File: config.mk
export PLATFORM = sky130hd
export DESIGN_NAME = ll_op_sequencer_flat
export DESIGN_NICKNAME = d
export VERILOG_FILES = /design/src/rtl/ll_op_sequencer_pkg.sv /design/src/rtl/ll_op_sequencer_if.sv /design/src/rtl/ll_op_sequencer_sw_sync.sv /design/src/rtl/ll_op_sequencer.sv /design/src/flat_wrapper.sv
export SDC_FILE = /design/constraint.sdc
export NUM_CORES = 1
export LEC_CHECK = 0
export ABC_AREA = 1
export BUFFER_PORTS_ARGS = -buffer_cell sky130_fd_sc_hd__buf_2
export CAP_MARGIN = 20
export CORE_MARGIN = 4
export CORE_UTILIZATION = 55
export DETAILED_ROUTE_END_ITERATION = 16
export GPL_TIMING_DRIVEN = 0
export PLACE_DENSITY_LB_ADDON = 0.3
export RECOVER_POWER = 50
export SLEW_MARGIN = 0
export SYNTH_ARGS = -nofsm -noshare
export SYNTH_HDL_FRONTEND = slang
export SYNTH_SLANG_ARGS = --single-unit
File: constraint.sdc
create_clock -name clk -period 4.78 [get_ports clk]
set_input_delay 0.956 -clock clk [delete_from_list [all_inputs] [get_ports clk]]
set_output_delay 0.956 -clock clk [all_outputs]
set_load 0.005 [all_outputs]
File: src/rtl/ll_op_sequencer_pkg.sv
// ll_pkg: shared encodings for the linked-list front-end sequencer.
//   op_e     : command opcodes presented on cmd_op
//   status_e : completion status returned with done
//   state_e  : sequencer FSM states
package ll_pkg;

  localparam int unsigned DATA_W_DEF = 8;
  localparam int unsigned OP_W       = 2;
  localparam int unsigned STATUS_W   = 2;

  typedef enum logic [OP_W-1:0] {
    OP_INS_HEAD = 2'b00,
    OP_INS_TAIL = 2'b01,
    OP_DELETE   = 2'b10,
    OP_TRAVERSE = 2'b11
  } op_e;

  typedef enum logic [STATUS_W-1:0] {
    ST_OK       = 2'd0,
    ST_FULL     = 2'd1,
    ST_EMPTY    = 2'd2,
    ST_NOTFOUND = 2'd3
  } status_e;

  typedef enum logic [1:0] {
    S_IDLE  = 2'd0,
    S_ISSUE = 2'd1,
    S_WAIT  = 2'd2,
    S_SHOW  = 2'd3
  } state_e;

endpackage

File: src/rtl/ll_op_sequencer_if.sv
// Command / traverse link between the sequencer (master) and the list core (slave).
//   cmd_valid/cmd_op/cmd_data : command request, held until cmd_ready
//   cmd_ready                 : core accepts on cmd_valid && cmd_ready
//   done/status               : one-cycle completion pulse with status
//   trav_valid/trav_data      : traverse stream, head first
interface ll_op_sequencer_if #(
  parameter int unsigned DATA_W = 8
);
  logic              cmd_valid;
  logic [1:0]        cmd_op;
  logic [DATA_W-1:0] cmd_data;
  logic              cmd_ready;
  logic              done;
  logic [1:0]        status;
  logic              trav_valid;
  logic [DATA_W-1:0] trav_data;

  modport master (
    output cmd_valid, cmd_op, cmd_data,
    input  cmd_ready, done, status, trav_valid, trav_data
  );

  modport slave (
    input  cmd_valid, cmd_op, cmd_data,
    output cmd_ready, done, status, trav_valid, trav_data
  );
endinterface

File: src/rtl/ll_op_sequencer_sw_sync.sv
// ll_sw_sync: multi-stage synchronizer for the opcode/data switches plus the
// arm/edge detector that turns a 000 -> 1xx opcode change into one command.
//   clk, rst      : clock, async active-high reset
//   op_in/data_in : raw switch fields
//   take_c        : sequencer consumed the current edge (clears armed)
//   op_s/data_s   : synchronized fields
//   edge_c        : armed and synchronized opcode is 1xx
module ll_sw_sync #(
  parameter int unsigned SYNC_STAGES = 2,
  parameter int unsigned SW_DATA_W   = 8
) (
  input  logic                 clk,
  input  logic                 rst,
  input  logic [2:0]           op_in,
  input  logic [SW_DATA_W-1:0] data_in,
  input  logic                 take_c,
  output logic [2:0]           op_s,
  output logic [SW_DATA_W-1:0] data_s,
  output logic                 edge_c
);

  localparam int unsigned W = 3 + SW_DATA_W;

  logic [W-1:0]           pipe [SYNC_STAGES];
  logic [SYNC_STAGES-1:0] primed;
  logic                   armed;

  assign {op_s, data_s} = pipe[SYNC_STAGES-1];
  assign edge_c         = armed && op_s[2];

  // primed tracks reset-value flush so a post-reset zero in the pipe cannot arm
  always_ff @(posedge clk or posedge rst) begin
    if (rst) begin
      for (int unsigned i = 0; i < SYNC_STAGES; i++) pipe[i] <= '0;
      primed <= '0;
      armed  <= 1'b0;
    end else begin
      pipe[0] <= {op_in, data_in};
      for (int unsigned i = 1; i < SYNC_STAGES; i++) pipe[i] <= pipe[i-1];
      primed <= SYNC_STAGES'({primed, 1'b1});
      if (take_c) begin
        armed <= 1'b0;
      end else if (primed[SYNC_STAGES-1] && op_s == 3'b000) begin
        armed <= 1'b1;
      end
    end
  end

endmodule

File: src/rtl/ll_op_sequencer.sv
// ll_op_sequencer: board front-end for the linked-list core. Issues one
// handshaked command per switch opcode edge, tracks status on led, buffers a
// traverse stream and paces it onto the display.
//   clk, btnC          : clock, async active-high reset
//   sw                 : [15:13] opcode, [7:0] data
//   bus (master)       : command / completion / traverse link to the core
//   disp_valid/value   : value for the seven-segment driver
//   led                : [0] overflow sticky, [1] underflow sticky
//   busy               : FSM not idle
module ll_op_sequencer
  import ll_pkg::*;
#(
  parameter int unsigned NUM_NODES   = 4,
  parameter int unsigned DATA_W      = DATA_W_DEF,
  parameter int unsigned HOLD_CYCLES = 50_000_000,
  parameter int unsigned SYNC_STAGES = 2
) (
  input  logic              clk,
  input  logic              btnC,
  input  logic [15:0]       sw,
  ll_op_sequencer_if.master bus,
  output logic              disp_valid,
  output logic [DATA_W-1:0] disp_value,
  output logic [1:0]        led,
  output logic              busy
);

  localparam int unsigned CNT_W  = $clog2(NUM_NODES + 1);
  localparam int unsigned IDX_W  = (NUM_NODES > 1) ? $clog2(NUM_NODES) : 1;
  localparam int unsigned HOLD_W = (HOLD_CYCLES > 1) ? $clog2(HOLD_CYCLES) : 1;
  localparam logic [CNT_W-1:0]  NODES_C   = CNT_W'(NUM_NODES);
  localparam logic [HOLD_W-1:0] HOLD_LAST = HOLD_W'(HOLD_CYCLES - 1);

  state_e            state;
  op_e               op_q;
  logic [DATA_W-1:0] data_q;
  logic              cmd_valid_q;
  logic [CNT_W-1:0]  count;
  logic [IDX_W-1:0]  idx;
  logic [HOLD_W-1:0] hold_cnt;
  logic [DATA_W-1:0] tbuf [NUM_NODES];

  logic [2:0]        op_s;
  logic [7:0]        data_s;
  logic              edge_c;
  logic              take_c;
  logic              beat_c;
  logic              beat_store_c;
  logic              beat_drop_c;
  logic [CNT_W-1:0]  count_nxt_c;
  logic [1:0]        led_nxt_c;
  logic              unused_sw;

  assign unused_sw     = ^sw[12:8];
  assign bus.cmd_valid = cmd_valid_q;
  assign bus.cmd_op    = op_q;
  assign bus.cmd_data  = data_q;

  ll_sw_sync #(
    .SYNC_STAGES (SYNC_STAGES),
    .SW_DATA_W   (8)
  ) u_sw_sync (
    .clk     (clk),
    .rst     (btnC),
    .op_in   (sw[15:13]),
    .data_in (sw[7:0]),
    .take_c  (take_c),
    .op_s    (op_s),
    .data_s  (data_s),
    .edge_c  (edge_c)
  );

  // Edge acceptance, traverse beat routing and next led value
  always_comb begin
    take_c       = edge_c && (state == S_IDLE || state == S_SHOW);
    beat_c       = (state == S_WAIT) && (op_q == OP_TRAVERSE) && bus.trav_valid;
    beat_store_c = beat_c && (count < NODES_C);
    beat_drop_c  = beat_c && !(count < NODES_C);
    count_nxt_c  = beat_store_c ? count + CNT_W'(1) : count;
    led_nxt_c    = led;
    if (beat_drop_c) led_nxt_c[0] = 1'b1;
    if (state == S_WAIT && bus.done) begin
      case (status_e'(bus.status))
        ST_OK:    led_nxt_c    = 2'b00;
        ST_FULL:  led_nxt_c[0] = 1'b1;
        ST_EMPTY: led_nxt_c[1] = 1'b1;
        default:  ;
      endcase
    end
  end

  // Sequencer FSM with traverse buffer and display pacing
  always_ff @(posedge clk or posedge btnC) begin
    if (btnC) begin
      state       <= S_IDLE;
      op_q        <= OP_INS_HEAD;
      data_q      <= '0;
      cmd_valid_q <= 1'b0;
      count       <= '0;
      idx         <= '0;
      hold_cnt    <= '0;
      disp_valid  <= 1'b0;
      disp_value  <= '0;
      led         <= 2'b00;
      busy        <= 1'b0;
      for (int unsigned i = 0; i < NUM_NODES; i++) tbuf[i] <= '0;
    end else begin
      led <= led_nxt_c;
      if (beat_store_c) begin
        tbuf[IDX_W'(count)] <= bus.trav_data;
        count               <= count_nxt_c;
      end
      if (take_c) begin
        // A new command also aborts any display in progress
        op_q        <= op_e'(op_s[1:0]);
        data_q      <= DATA_W'(data_s);
        cmd_valid_q <= 1'b1;
        busy        <= 1'b1;
        disp_valid  <= 1'b0;
        idx         <= '0;
        hold_cnt    <= '0;
        state       <= S_ISSUE;
        if (op_e'(op_s[1:0]) == OP_TRAVERSE) count <= '0;
      end else begin
        case (state)
          S_ISSUE: begin
            if (bus.cmd_ready) begin
              cmd_valid_q <= 1'b0;
              state       <= S_WAIT;
            end
          end
          S_WAIT: begin
            if (bus.done) begin
              // count_nxt_c includes a beat arriving alongside done
              if (op_q == OP_TRAVERSE && count_nxt_c != '0) begin
                state      <= S_SHOW;
                disp_valid <= 1'b1;
                disp_value <= (count == '0) ? bus.trav_data : tbuf[0];
                idx        <= '0;
                hold_cnt   <= '0;
              end else begin
                state <= S_IDLE;
                busy  <= 1'b0;
              end
            end
          end
          S_SHOW: begin
            if (hold_cnt == HOLD_LAST) begin
              hold_cnt <= '0;
              if (CNT_W'(idx) + CNT_W'(1) == count) begin
                disp_valid <= 1'b0;
                idx        <= '0;
                state      <= S_IDLE;
                busy       <= 1'b0;
              end else begin
                idx        <= idx + IDX_W'(1);
                disp_value <= tbuf[idx + IDX_W'(1)];
              end
            end else begin
              hold_cnt <= hold_cnt + HOLD_W'(1);
            end
          end
          default: ;
        endcase
      end
    end
  end

endmodule
File: src/flat_wrapper.sv
// flat-port wrapper written by rule: the top's interface ports become plain ports
module ll_op_sequencer_flat import ll_pkg::*;
#(
  parameter int unsigned NUM_NODES   = 4,
  parameter int unsigned DATA_W      = DATA_W_DEF,
  parameter int unsigned HOLD_CYCLES = 50_000_000,
  parameter int unsigned SYNC_STAGES = 2
)
  (clk, btnC, sw, disp_valid, disp_value, led, busy, bus_cmd_valid, bus_cmd_op, bus_cmd_data, bus_cmd_ready, bus_done, bus_status, bus_trav_valid, bus_trav_data);
  ll_op_sequencer_if #(.DATA_W(DATA_W)) bus_i ();
  input  logic clk;
  input  logic btnC;
  input  logic [15:0] sw;
  output logic disp_valid;
  output logic [DATA_W-1:0] disp_value;
  output logic [1:0] led;
  output logic busy;
  output wire logic [$bits(bus_i.cmd_valid)-1:0] bus_cmd_valid;
  output wire logic [$bits(bus_i.cmd_op)-1:0] bus_cmd_op;
  output wire logic [$bits(bus_i.cmd_data)-1:0] bus_cmd_data;
  input wire logic [$bits(bus_i.cmd_ready)-1:0] bus_cmd_ready;
  input wire logic [$bits(bus_i.done)-1:0] bus_done;
  input wire logic [$bits(bus_i.status)-1:0] bus_status;
  input wire logic [$bits(bus_i.trav_valid)-1:0] bus_trav_valid;
  input wire logic [$bits(bus_i.trav_data)-1:0] bus_trav_data;
  assign bus_cmd_valid = bus_i.cmd_valid;
  assign bus_cmd_op = bus_i.cmd_op;
  assign bus_cmd_data = bus_i.cmd_data;
  assign bus_i.cmd_ready = bus_cmd_ready;
  assign bus_i.done = bus_done;
  assign bus_i.status = bus_status;
  assign bus_i.trav_valid = bus_trav_valid;
  assign bus_i.trav_data = bus_trav_data;
  ll_op_sequencer #(.NUM_NODES(NUM_NODES), .DATA_W(DATA_W), .HOLD_CYCLES(HOLD_CYCLES), .SYNC_STAGES(SYNC_STAGES)) u_core (.clk(clk), .btnC(btnC), .sw(sw), .bus(bus_i), .disp_valid(disp_valid), .disp_value(disp_value), .led(led), .busy(busy));
endmodule
# Word level (Yosys, flattened, before mapping)
# Cells that the tools add are included.
dict set report op_classes {
  add_sub_neg 4
  n_mul 0
  div_mod_pow 0
  magnitude_cmp 4
  n_eq_ne 19
  n_shift 0
  n_mux 53
  n_bitwise 3
  n_reduce_logical 32
}
# operator count
set ops {}
lappend ops {{$mux W26} 4}
lappend ops {{$mux W8} 8}
lappend ops {{$pmux W26 S2} 1}
lappend ops {{$bwmux W32} 1}
lappend ops {{$add A26 B1 Y26 const B} 1}
lappend ops {{$eq A26 B26 Y1 const B} 1}
lappend ops {{$mux W2} 11}
lappend ops {{$ne A3 B2 Y1 const B} 6}
lappend ops {{$bmux W8 S2} 1}
lappend ops {{$demux W8 S2} 1}
lappend ops {{$pmux W8 S2} 1}
lappend ops {{$mux W1} 15}
lappend ops {{$reduce_and A5 Y1} 3}
lappend ops {{$mux W3} 4}
lappend ops {{$eq A2 B2 Y1 const B} 5}
lappend ops {{$logic_and A1 B1 Y1} 10}
lappend ops {{$reduce_bool A2 Y1} 5}
lappend ops {{$ne A2 B2 Y1 const B} 4}
lappend ops {{$pmux W1 S2} 4}
lappend ops {{$ge A3 B3 Y1 const B} 2}
lappend ops {{$logic_not A3 Y1} 2}
lappend ops {{$not A2 Y3} 2}
lappend ops {{$pmux W2 S3} 1}
lappend ops {{$reduce_and A6 Y1} 1}
lappend ops {{other kinds (17)} 21}
dict set report totals {
  register_bits 113
  latch_bits 0
  mem_bits_rw 0
  romBits 0
  in_bits 31
  out_inout_bits 23
  word_cells 135
  memories 0
}

# Depth between registers and ports, before layout
dict set report logic_depth {
  depth_word 11
  ltp_mapped 14
  mapped_depth_nobuf 14
}

# By module
# From an unflattened synthesis, not the netlist that was laid out.
dict set report unflattened {
  cells_unflattened 751
  area_unflattened_um2 5766.8
}
# module instances cells_per_inst area_each_um2 seq_area_each_um2
set by_module_without_submodules {}
lappend by_module_without_submodules {ll_op_sequencer 1 705 5016.1 2202.1}
lappend by_module_without_submodules {ll_sw_sync 1 46 750.7 625.6}

# Least setup slack after synthesis
# No wires, ideal clock.
dict set report synth_path {
  path_kind {input port to flip-flop}
  from {in bus_trav_valid}
  to {reg u_core.hold_cnt[18]}
  setup_ps 119
  arrival_time_ps 1865
  required_time_ps 4661
  path_slack_ps 2796
  path_stages 12
  n_path_buf 1
  cell_sequence {nand2_2 -> nor2_4 -> nand2_2 -> nand2_1 -> nand2_1 -> nand3_2 -> nand3_2 -> nand2_4 -> inv_4 -> buf_6 -> nand2_1 -> o21ai_2}
}
dict set report synth_between {
  elab_chain_cells 7
}
# item line
set synth_rtl {}
lappend synth_rtl {{from (decl)} flat_wrapper.sv:24} ;# input wire logic [$bits(bus_i.trav_valid)-1:0] bus_trav_valid;
lappend synth_rtl {{$logic_and A1 B1 Y1} ll_op_sequencer.sv:76} ;# beat_c = (state == S_WAIT) && (op_q == OP_TRAVERSE) && bus.trav_valid;
lappend synth_rtl {{$logic_and A1 B1 Y1} ll_op_sequencer.sv:77} ;# beat_store_c = beat_c && (count < NODES_C);
lappend synth_rtl {{$mux W3} ll_op_sequencer.sv:79} ;# count_nxt_c = beat_store_c ? count + CNT_W'(1) : count;
lappend synth_rtl {{$reduce_bool A3 Y1} ll_op_sequencer.sv:135} ;# if (op_q == OP_TRAVERSE && count_nxt_c != '0) begin
lappend synth_rtl {{$logic_and A1 B1 Y1} ll_op_sequencer.sv:135}
lappend synth_rtl {{$ne A3 B2 Y1 (no line)} n/a}
lappend synth_rtl {{$reduce_and A3 Y1 (no line)} n/a}
lappend synth_rtl {{to (signal assigned)} ll_op_sequencer.sv:160} ;# hold_cnt <= hold_cnt + HOLD_W'(1);
lappend synth_rtl {{to (decl)} ll_op_sequencer.sv:40} ;# logic [HOLD_W-1:0] hold_cnt;
# No other way between the ends.
# A chain may end at the register's enable or synchronous reset.

# Final worst setup path
dict set report layout_path {
  from {reg u_core.state[0]}
  to {reg u_core.disp_value[6]}
}
dict set report layout_between {
  elab_chain_cells 9
  elab_cells_between_ends 19
  classes_between {6 x eq/ne; 2 x mux; 1 x bitwise; 10 x reduce/logical}
}
# item line
set layout_rtl {}
lappend layout_rtl {{from (decl)} ll_op_sequencer.sv:34} ;# state_e state;
lappend layout_rtl {{from (signal assigned)} ll_op_sequencer.sv:95} ;# state <= S_IDLE;
lappend layout_rtl {{from (signal assigned)} ll_op_sequencer.sv:122} ;# state <= S_ISSUE;
lappend layout_rtl {{from (signal assigned)} ll_op_sequencer.sv:129} ;# state <= S_WAIT;
lappend layout_rtl {{$eq A2 B2 Y1} {ll_op_sequencer.sv:76, ll_op_sequencer.sv:125}}
lappend layout_rtl {{$logic_and A1 B1 Y1 (2 in a row)} ll_op_sequencer.sv:76}
lappend layout_rtl {{$logic_and A1 B1 Y1} ll_op_sequencer.sv:77}
lappend layout_rtl {{$mux W3} ll_op_sequencer.sv:79}
lappend layout_rtl {{$reduce_bool A3 Y1} ll_op_sequencer.sv:135}
lappend layout_rtl {{$logic_and A1 B1 Y1} ll_op_sequencer.sv:135}
lappend layout_rtl {{$ne A2 B2 Y1 (no line)} n/a}
lappend layout_rtl {{$reduce_and A6 Y1 (no line)} n/a}
lappend layout_rtl {{to (signal assigned)} ll_op_sequencer.sv:138} ;# disp_value <= (count == '0) ? bus.trav_data : tbuf[0];
lappend layout_rtl {{to (signal assigned)} ll_op_sequencer.sv:157} ;# disp_value <= tbuf[idx + IDX_W'(1)];
lappend layout_rtl {{to (decl)} ll_op_sequencer.sv:23} ;# output logic [DATA_W-1:0] disp_value,
# Parallel ways exist; a longest one is shown, timed or not.

==> impl_metrics.toml <==
[floorplanning]
core-area_sq_um = 9820
start_util = 0.569
num_io_pins = 54
rows = 36
die_h_um = 109
dieArea_sq_um = 11800
chipWidth_um = 109

[placed_design]
gp_congestion = 0.925
dp_hpwl_mm = 9.56
portBuffers = 48

[grt]
grt_max_degree = 62
antenna_found_initial = 0
overflow = 0
grt_first_pass_wirelength_mm = 23.1
grt_pass1_vias = 4908
grt_usage = 0.252

[hold_path]
hold_class = "reg2reg"
min_from = "u_core.u_sw_sync.pipe[13]$_DFF_PP0_"
min_delay_path_depth = 0

[detailed_routing]
drt_iter0_drc = 309
dr_wl_met3_um = 734
drtPass1Iterations = 5
route.top_layer_used = "met4"
wl_met1_mm = 5.60
drcViolationCount = 0
vias = 4902
ant_nets = 0
avgRoutedWirePerCell_um = 14.6
routed-wl-met2_mm = 6.69
wl_mm = 13.4
viasPerCell = 5.34

[critical_path]
end_kind = "flop"
critPathRequiredTime_ns = 5.20
crit_path_max_incr_delay_ns = 0.61
critPathArrivalTime_ns = 2.62
r2r_cells = 8
crit_path_top_delay_cell = "nor3_2"
critPathKind = "reg2reg"
rr_startpoint = "u_core.state[0]$_DFFE_PP0P_"
critPathMaxFanout = 10
worstPathCellList = "inv_1 -> ha_1 -> nand3_2 -> inv_1 -> nor3_2 -> nand3_4 -> nand2_1 -> nand2_1"
start_kind = "flop"
worstSetupStartpoint = "u_core.state[0]$_DFFE_PP0P_"

[timing]
fin_crit_sh = 0.460
skew_ns = 0.00994
min_period_ns = 2.20
max_slew.worst_pin.slew_ns = 2.30
rsz0062_at_grt = "no"
fmax_mhz = 455
drv_slew = 53
relSlewSlack = -0.544
setup_tns_ns = 0
setup_violations = 0
hold_viol = 0

[synth]
syn-num-nets = 745
ys_ff_latch = 113
synth_area_per_cell_sq_um = 7.93
netlist_area_sq_um = 5590
synth_cells = 705
synth_cell_types = 32
synth_seq_area_share = 0.506
synth_warnings = 0

[power_and_ir_drop]
switching_power_mw = 1.31
combPwrFrac = 0.299
intPower_mw = 2.33
swShare = 0.360
p_leak_nw = 3.15
clkPwrFrac = 0.328
seq_power_share = 0.373
peakVddDrop_mv = 0.363
power_density_nw_per_um2 = 552

[cells_and_area]
layout_common_cells = "nand2_1 (225), dfrtp_1 (113), nor2_1 (88), o21ai_0 (76), inv_1 (54)"
final_util = 0.670
nFillCells = 823
final_nets = 813
num_antenna_cells = 0
final_common_cell = "nand2_1"
synthToLayoutAreaGrowth_pct = 17.7
drive_gt1_frac = 0.141

[cts]
clk_latency_ns = 0.54
postCtsSetupBuffers = 0
clock_path_buffers = 2
clock-root-buffer = "clkbuf_8"
cts_tree = "yes"
postCtsResizedCells = 0
cts_buffers = 17
path_clk_slew_ns = 0.06
ctsHoldBuffers = 0
htreeDepth = 4
cts_num_sinks = 113

[outcome]
violations = "max-capacitance violations, max-slew violations"
status = "complete, but fails checks"

[job]
cap_violations = 1
-- layer usage --
metal,GRT usage,vias up
met3,0.0681,32
met2,0.415,151
met4,0.119,0
li1,-,2406
met5,0,-
met1,0.310,2313
-- through the flow --
stage,hold WS [ns],power [mW],cells,setup WS [ns],area (sq um)
final,0.346,3.64,918,2.58,6580
after global routing,0.350,3.88,918,2.31,6580
after CTS,0.347,3.65,918,2.61,6590
after detailed placement,0.335,2.43,887,2.39,6030
after global placement,0.332,2.37,886,-0.269,6000
after floorplan,0.331,2.08,705,0.837,5590
-- synthesized netlist by cell type, drive strengths merged --
cell type / instances / area, sq um
or2: 2 / 12.5
a21oi: 15 / 75.1
xor2: 7 / 61.3
o21ai: 82 / 433
o221ai: 1 / 8.76
o21bai: 1 / 7.51
nand3b: 2 / 15.0
ha: 9 / 113
nand4: 13 / 81.3
clkbuf: 12 / 45.0
dfrtp: 113 / 2830
nand3: 41 / 250
buf: 9 / 75.1
inv: 56 / 213
nor2: 90 / 348
nand2: 231 / 892
a22o: 1 / 8.76
o22ai: 7 / 43.8
nor3: 9 / 50.1
conb: 1 / 3.75
xnor2: 3 / 26.3
-- state kept, by name, summed over array words and instances (netlist names) --
register                 cells
u_core.u_sw_sync.op_s        3
u_core.disp_value            8
u_core.count                 3
u_core.idx                   2
u_core.state                 2
u_core.tbuf                 32
u_core.u_sw_sync.primed      2
u_core.bus.cmd_valid         1
u_core.u_sw_sync.armed       1
u_core.hold_cnt             26
u_core.busy                  1
u_core.led                   2
u_core.u_sw_sync.data_s      8
u_core.bus.cmd_data          8
u_core.u_sw_sync.pipe       11
u_core.disp_valid            1
u_core.bus.cmd_op            2
-- worst max-delay path, delay by kind of cell (launching register included) --
family	cells	cell delay (ns)
adder cells (fa/ha/maj)	1	0.33
buffers and inverters	2	0.19
flip-flops	1	0.40
AND/OR/NAND/NOR	5	1.16
-- logic make-up (layout without fill, tap and decap cells) --
group / count (synthesis) / count (layout) / synth area share
compound gates: 107 / 107 / 0.103
xor+xnor: 10 / 10 / 0.0157
fa+ha+maj: 9 / 9 / 0.0201
buf+inv: 77 / 157 / 0.0595
flops: 113 / 113 / 0.506
other cells: 1 / 1 / 0.000671
simple gates: 388 / 388 / 0.295
-- power groups by stage --
stage                     clock [mW]  sequential, mW  combinational [mW]
after floorplan                    0            1.33               0.747
after CTS                       1.21            1.35                1.09
after global placement             0            1.35                1.03
after detailed placement           0            1.36                1.07
after global routing            1.26            1.38                1.23
final                           1.19            1.36                1.09
-- final timing paths --
check / end / slack [ns]
min in group asynchronous: u_core.led[0]$_DFF_PP0_ / 1.03
min reg2reg: u_core.u_sw_sync.data_s[2]$_DFF_PP0_ / 0.35
max reg2reg: u_core.disp_value[6]$_DFFE_PP0P_ / 2.58
max: u_core.disp_value[6]$_DFFE_PP0P_ / 2.58
min: u_core.u_sw_sync.data_s[2]$_DFF_PP0_ / 0.35
max in group asynchronous: u_core.hold_cnt[20]$_DFFE_PP0P_ / 2.70
-- cell type report --
cell class              count  area (sq um)  share of cell area
clock buffers              19           422              0.0641
clock inverters            12           136              0.0207
inverters                  56           214              0.0325
well taps                 133           166              0.0253
flip-flops and latches    113          2830               0.430
plain buffers              21           120              0.0182
repair buffers             49           267              0.0405
multi-input cells         515          2430               0.369
Note: power is estimated with default switching activity, not from simulation.
